--- src/rtl/ui_uart_tx.sv ---
// UART transmitter: 8 data bits LSB first, optional odd/even parity, 1 or 2 stop bits.
// Bit timing comes from an internal baud counter; all outputs are registered.
module ui_uart_tx #(
    parameter int CLKS_PER_BIT = 868,
    parameter int PARITY       = 0,
    parameter int STOP_BITS    = 1
) (
    input  logic       clk,
    input  logic       rst,
    input  logic       tx_data_val,
    input  logic [7:0] tx_data,
    output logic       tx_done,
    output logic       tx_busy,
    output logic       txd
);

    localparam int                BAUD_W    = $clog2(CLKS_PER_BIT);
    localparam logic [BAUD_W-1:0] BAUD_LAST = BAUD_W'(CLKS_PER_BIT - 1);
    localparam logic              STOP_LAST = 1'(STOP_BITS - 1);

    generate
        if ((PARITY < 0) || (PARITY > 2) || (STOP_BITS < 1) || (STOP_BITS > 2) ||
            (CLKS_PER_BIT < 4)) begin : g_bad_params
            $fatal(1, "ui_uart_tx: illegal parameter combination");
        end
    endgenerate

    typedef enum logic [2:0] {
        S_IDLE   = 3'd0,
        S_START  = 3'd1,
        S_DATA   = 3'd2,
        S_PARITY = 3'd3,
        S_STOP   = 3'd4
    } state_t;

    state_t            state_q, state_d;
    logic [BAUD_W-1:0] baud_q, baud_d;
    logic [2:0]        bit_q, bit_d;
    logic              stop_q, stop_d;
    logic [7:0]        shreg_q, shreg_d;
    logic              par_q, par_d;
    logic              txd_q, txd_d;
    logic              busy_q, busy_d;
    logic              done_q, done_d;
    logic              baud_end_s;

    function automatic logic calc_parity(input logic [7:0] d);
        return (PARITY == 1) ? ~^d : ^d;
    endfunction

    assign baud_end_s = (baud_q == BAUD_LAST);

    // Next-state logic; txd_d is computed for the state being entered so txd is registered.
    always_comb begin
        state_d = state_q;
        baud_d  = baud_q + BAUD_W'(1);
        bit_d   = bit_q;
        stop_d  = stop_q;
        shreg_d = shreg_q;
        par_d   = par_q;
        txd_d   = txd_q;
        busy_d  = busy_q;
        done_d  = 1'b0;
        case (state_q)
            S_IDLE: begin
                baud_d = '0;
                if (tx_data_val) begin
                    shreg_d = tx_data;
                    par_d   = calc_parity(tx_data);
                    state_d = S_START;
                    txd_d   = 1'b0;
                    busy_d  = 1'b1;
                end else begin
                    txd_d  = 1'b1;
                    busy_d = 1'b0;
                end
            end
            S_START: begin
                if (baud_end_s) begin
                    state_d = S_DATA;
                    baud_d  = '0;
                    bit_d   = 3'd0;
                    txd_d   = shreg_q[0];
                end else begin
                    txd_d = 1'b0;
                end
            end
            S_DATA: begin
                if (baud_end_s) begin
                    baud_d = '0;
                    if (bit_q == 3'd7) begin
                        if (PARITY != 0) begin
                            state_d = S_PARITY;
                            txd_d   = par_q;
                        end else begin
                            state_d = S_STOP;
                            stop_d  = 1'b0;
                            txd_d   = 1'b1;
                            done_d  = 1'b1;
                        end
                    end else begin
                        shreg_d = {1'b0, shreg_q[7:1]};
                        txd_d   = shreg_q[1];
                        bit_d   = bit_q + 3'd1;
                    end
                end else begin
                    txd_d = shreg_q[0];
                end
            end
            S_PARITY: begin
                if (baud_end_s) begin
                    state_d = S_STOP;
                    baud_d  = '0;
                    stop_d  = 1'b0;
                    txd_d   = 1'b1;
                    done_d  = 1'b1;
                end else begin
                    txd_d = par_q;
                end
            end
            S_STOP: begin
                txd_d = 1'b1;
                if (baud_end_s) begin
                    baud_d = '0;
                    if (stop_q == STOP_LAST) begin
                        state_d = S_IDLE;
                        busy_d  = 1'b0;
                    end else begin
                        stop_d = stop_q + 1'b1;
                    end
                end else begin
                    stop_d = stop_q;
                end
            end
            default: begin
                state_d = S_IDLE;
                baud_d  = '0;
                txd_d   = 1'b1;
                busy_d  = 1'b0;
            end
        endcase
    end

    // State, counter and output registers; reset abandons any frame in progress.
    always_ff @(posedge clk or posedge rst) begin
        if (rst) begin
            state_q <= S_IDLE;
            baud_q  <= '0;
            bit_q   <= 3'd0;
            stop_q  <= 1'b0;
            shreg_q <= 8'h00;
            par_q   <= 1'b0;
            txd_q   <= 1'b1;
            busy_q  <= 1'b0;
            done_q  <= 1'b0;
        end else begin
            state_q <= state_d;
            baud_q  <= baud_d;
            bit_q   <= bit_d;
            stop_q  <= stop_d;
            shreg_q <= shreg_d;
            par_q   <= par_d;
            txd_q   <= txd_d;
            busy_q  <= busy_d;
            done_q  <= done_d;
        end
    end

    assign txd     = txd_q;
    assign tx_busy = busy_q;
    assign tx_done = done_q;

endmodule

--- config.mk ---
export PLATFORM = sky130hd
export DESIGN_NAME = ui_uart_tx
export DESIGN_NICKNAME = d
export VERILOG_FILES = /design/src/rtl/ui_uart_tx.sv
export SDC_FILE = /design/constraint.sdc
export NUM_CORES = 1
export LEC_CHECK = 0
export CAP_MARGIN = 20
export CORE_MARGIN = 2
export CORE_UTILIZATION = 50
export DETAILED_ROUTE_END_ITERATION = 10
export GPL_TIMING_DRIVEN = 0
export PLACE_DENSITY = 0.71
export SYNTH_ARGS = -nofsm -noshare
export SYNTH_HDL_FRONTEND = slang
export SYNTH_SLANG_ARGS = --single-unit
export TNS_END_PERCENT = 20
--- constraint.sdc ---
create_clock -name clk -period 2.6 [get_ports clk]
set_input_delay 0.52 -clock clk [delete_from_list [all_inputs] [get_ports clk]]
set_output_delay 0.52 -clock clk [all_outputs]
set_load 0.03 [all_outputs]
==> flow_summary.ini <==
[run_status]
status = complete, no violations

[sta]
fin_crit_ps = 2120
maxSlewViolCount = 0
clock.fmax_mhz = 471
fin_crit_sh_pct = 81.7
tightest_slew_ps = 497
tns_ps = 0
maxSlewHeadroom_pct = 66.9
finalHoldViolCount = 0
setup_viol = 0
rsz0062_at_grt = no
fin_skew_ps = 1.68

[clock_tree]
post_cts_buffers = 0
cts_tree = done
cts-htree-levels = 1
cts_root_buf = clkbuf_4
cts_sinks = 28
cts_hold_buf = 0
clk_latency_ps = 320
clkTransAtPathRegs_ps = 140
cts_made_buffers = 3
ctsResizeCount = 0
clk_path_buf_depth = 2

[synth]
netlist_instances = 133
syn_avg_cell_area_sq_um = 10.9
synth_top_cell_area_share_pct = 46.5
synth_fp_nets = 147
yosys.area.top_type = dfrtp_1
synth_warnings = 0
syn-cell-area_sq_um = 1450
yosysUniqueCellTypes = 34
synth_area_leaders = dfrtp_1 47%, mux2_2 12%, xnor2_1 6.0%
synth_seq_cells = 28
ys_seq_area_share_pct = 48.3

[layout]
syn2layout_area_growth_pct = 17.1
fin_util_pct = 61.7
layout.nets = 166
diodes = 0
fill_cells = 234
fin_area_sq_um = 1700
drive_above_1_share_pct = 18.5

[setup_path]
crit_type = flop to flop
critical_path.cell_chain = ha_1, nor3b_1, nand4_1, buf_4, o31ai_4, mux2_2
crit_fanout = 10
cp_top_family = compound AO/OA/AOI/OAI gates
end_kind = flop
slowest_stage = o31ai_4
cp_data_arrival_time_ps = 2350
cpPeakStageDelay_ps = 470
cp.required_ps = 2820
start_kind = flop
crit_buf_inv = 1

[detailed_routing]
route.detailed.drc = 0
first_pass_iters = 4
detail-route-antenna-nets = 0
viasPerCell = 5.40
drt_iter0_drc = 26
wl_per_cell_um = 12.6
vias = 983
finalWirelength_um = 2290

[placed_design]
gp_congestion = 0.845
port_buffers = 13
dpl.hpwl_um = 1730
placed_cell_area_sq_um = 1620

[die]
dieArea_sq_um = 3350
initial_utilization_pct = 52.7
die_y_um = 57.9
fp.coreArea_sq_um = 2760
die_w_um = 57.9
io-pin-count = 14
fp-row-count = 19

[power]
p_per_area_nw_per_um2 = 647
p_leak_nw = 0.769
ir_worst_vdd_mv = 0.413
finalPower_mw = 1.10

[grt]
grtUsageTotal_pct = 15.7
grt_overflow = 0
grt_max_degree = 29
grt_pass1_wl_um = 4040
grt_pass1_vias = 976
antenna_found_initial = 0

[job]
max_cap_violations = 0

[min_path]
hp-class = primary input to async pin
==> report_power, final <==
part	internal (mW)	switching, mW
clock	0.156	0.123
sequential	0.523	0.0702
combinational	0.127	0.101
==> cells by family after synthesis <==
| logic type | after synthesis | share of synthesized area (%) |
|---|---|---|
| mux | 18 | 13.7 |
| buf+inv | 13 | 4.05 |
| flops | 28 | 48.3 |
| xor+xnor | 16 | 9.65 |
| compound gates | 12 | 6.20 |
| simple gates | 43 | 15.5 |
| fa+ha+maj | 3 | 2.58 |
==> layout by cell type, fill, tap and decap left out, drive strengths merged, types with 4 or more instances in the layout <==
cell           Yosys  routed
xnor2             10      10
inv                8       8
mux2              15      15
clkdlybuf4s50      0      13
o21ai              4       4
dfrtp             27      27
buf                4       5
nor2              15      15
clkbuf             1       4
xor2               6       6
nand2              6       6
==> layout make-up <==
type	instances	area [sq um]	area share, %
inverter	8	30.0	1.76
clock inverter	1	30.0	1.76
clock buffer	3	22.5	1.32
buffer	5	28.8	1.69
sequential	28	702	41.3
multi-input combinational	92	692	40.7
tap	31	38.8	2.28
timing repair buffer	14	158	9.26
==> Yosys cell counts <==
master,count
dfrtp_1,27
mux2_2,15
nor2_1,15
xnor2_1,10
inv_1,8
nand2_1,6
xor2_1,6
o21ai_0,4
and3_1,3
ha_1,3
mux2i_1,3
nand3_1,3
nand4_1,3
nor3_1,3
a21oi_1,2
buf_2,2
buf_4,2
nand2b_1,2
a21o_1,1
a22oi_1,1
a311oi_1,1
and2_1,1
and4_1,1
and4bb_2,1
clkbuf_1,1
dfstp_2,1
nand3b_1,1
nor3b_1,1
o221ai_1,1
o22ai_1,1
o31ai_4,1
or3_1,1
or3b_1,1
or3b_2,1
==> registers in the layout (all words and copies together) (netlist names) <==
register  cells
state_q       3
tx_busy       1
txd           1
baud_q       10
bit_q         3
shreg_q       8
tx_done       1
par_q         1
==> metal layers <==
metal | track usage, % | vias to the layer above | share of wire (%) | wire [um]
met1 | 21.1 | 466 | 51 | 1180
li1 | - | 496 | - | -
met4 | 8.64 | 0 | 2.2 | 50
met2 | 24.8 | 15 | 44 | 1010
met5 | 0 | - | 0 | 0
met3 | 2.01 | 6 | 2.3 | 53
==> through the flow <==
stage / hold WS (ps) / std cells / setup slack [ps]
after floorplan: 448 / 133 / 736
after global placement: 473 / 177 / 517
after detailed placement: 477 / 177 / 493
after CTS: 499 / 181 / 455
after global routing: 401 / 182 / 338
final: 401 / 182 / 477
==> path summary, 6_finish.rpt <==
kind                            cells after the start  slack, ps          to      start
worst min register to register                      1        490   baud_q[0]  baud_q[0]
worst min-delay path                                2        400   baud_q[2]        rst
min in group clk                                    1        490   baud_q[0]  baud_q[0]
worst max-delay path                                6        480  shreg_q[6]  baud_q[0]
worst max register to register                      6        480  shreg_q[6]  baud_q[0]
max in group asynchronous                           3       1730         txd        rst
Note: power is estimated with default switching activity, not from simulation.
==> RTL edit: new RTL, same settings <==
Change the parameter `PARITY` from 0 to 1.
--- a/src/rtl/ui_uart_tx.sv
+++ b/src/rtl/ui_uart_tx.sv
@@ -2,7 +2,7 @@
 // Bit timing comes from an internal baud counter; all outputs are registered.
 module ui_uart_tx #(
     parameter int CLKS_PER_BIT = 868,
-    parameter int PARITY       = 0,
+    parameter int PARITY       = 1,
     parameter int STOP_BITS    = 1
 ) (
     input  logic       clk,
Formal check against the unedited RTL: no difference found for any inputs over 10 cycles, from zero or initial values and one cycle with rst high; that may be too few to reach the edited logic, so the function may still have changed.
==> RTL edit against the original RTL <==
- sequential cell count did not move
- routed wire length grew 18%
- fmax rose by 1.0%
- cell count grew 0.55%
- worst hold slack better by 0.87 ps
- worst setup slack better by 22 ps
- clock skew up 2.2 ps
- total power grew 8.2%
- area after synthesis increased by 6.9%
- final area rose by 5.1%
- critical endpoint is now shreg_q[5]
- largest power group unchanged
- highest routed layer unchanged
==> RTL edit: results (changes against the original RTL) <==
- XOR/XNOR Fraction of Synth Area: 0.0902 (was 0.0965)
* Detail Placement HPWL: 1.98 mm (was 1.73 mm)
- The highest ir drop seen on vdd was 0.345 mV (was 0.413 mV).
- Number of nets produced by synthesis: 146 (was 147)
* Uppermost metal layer occupied by signal nets: met4 (unchanged)
* Result of the run: finished, final reports clean (unchanged)
* Worst-path maximum fanout: 8 (was 10)
- The cell area reported after detailed placement was 1720 um^2 (was 1620 um^2).
* Final estimated routing congestion in global placement: 0.772 (was 0.845)
- The number of fill cells was 270 (was 234).
- The launch point of the critical path was bit_q[0] (was baud_q[0]).
- The total detailed-routing wirelength was 2.70 mm (was 2.29 mm).
- The arrival time at the worst endpoint was 2330 ps (was 2350 ps).
* Synth top cells by count: 27 x dfrtp_1, 16 x mux2_2, 12 x nor2_1, 10 x xnor2_1 (was 27 x dfrtp_1, 15 x mux2_2, 15 x nor2_1, 10 x xnor2_1, 8 x inv_1)
* Met2 wire length: 1.34 mm (was 1.01 mm)
* Wl on met1: 1.29 mm (was 1.18 mm)
- Global-route wire length before repair: 4.71 mm (was 4.04 mm)
* Clock tree skew after final layout: 3.89 ps (was 1.68 ps)
* Static leakage: 0.000771 uW (was 0.000769 uW)
* Number of unique standard cell types used by synthesis: 40 (was 34)
- The global router's overall resource usage is 0.173 (was 0.157).
- Reg2reg end: shreg_q[5] (was shreg_q[6])
- The proportion of synthesized chip area in sequential cells is 0.452 (was 0.483).
- Iter 0 DRT Violations: 23 (was 26)
- The fraction of final layout cells with drive strength greater than 1 came to 0.267 (was 0.185).
* Adder-cell area share of the yosys netlist: 0.0242 (was 0.0258)
- Mux share of post-synthesis cell area: 0.132 (was 0.137)
- The area fraction in compound gates after synthesis came to 0.0725 (was 0.0620).
* Net count of the finished layout: 165 (was 166)
- Routed met3 length: 65 um (was 53 um)
-- RTL edit: layout make-up --
cell class | count | area [um^2] | share of cell area
multi-input combinational | 94 | 778 | 0.435
sequential | 28 | 702 | 0.393
timing repair buffer | 14 | 158 | 0.0882
buffer | 6 | 57.6 | 0.0322
tap | 33 | 41.3 | 0.0231
clock buffer | 4 | 36.3 | 0.0203
inverter | 4 | 15.0 | 0.00840
-- RTL edit: worst max path at each step --
stage	end	cells past startpoint	slack, ps
final	shreg_q[5]	6	500
after floorplan	shreg_q[0]	6	740
after global placement	shreg_q[5]	5	360
after CTS	shreg_q[5]	6	470
after global routing	shreg_q[2]	6	390
after detailed placement	shreg_q[5]	5	330
-- RTL edit: logic make-up (layout without fill, tap and decap cells) --
logic type	Yosys count	after routing
adder cells (fa/ha/maj)	3	3
flip-flops	28	28
buffers and inverters	10	28
multiplexers	18	18
XOR/XNOR	16	16
AND/OR/NAND/NOR	43	43
AO/OA/AOI/OAI	14	14
-- RTL edit: metrics by stage --
step | cells | hold slack (ps) | power, uW | setup WS, ps
floorplan | 132 | 448 | 879 | 744
global placement | 178 | 460 | 968 | 364
detailed placement | 178 | 479 | 988 | 333
CTS | 182 | 500 | 1200 | 469
global route | 183 | 396 | 1270 | 395
finish | 183 | 402 | 1190 | 499
-- RTL edit: critical path, stage by stage (launching register included) --
cell     delay [ps]
dfrtp_1         430
ha_1            210
ha_1            250
nor4b_4         390
nor2_2           90
a21oi_4         270
mux2_2          380
-- RTL edit: report_power, final --
part           internal [uW]  switching, uW  total [uW]
Combinational            199            178         377
Clock                   85.7            124         209
Sequential               534           71.6         605
Total                    818            373        1190
-- RTL edit: metal layers --
metal / vias to the layer above / track usage
met2: 13 / 0.290
met1: 500 / 0.234
met4: 0 / 0.0571
li1: 502 / -
met5: - / 0
met3: 2 / 0.0195
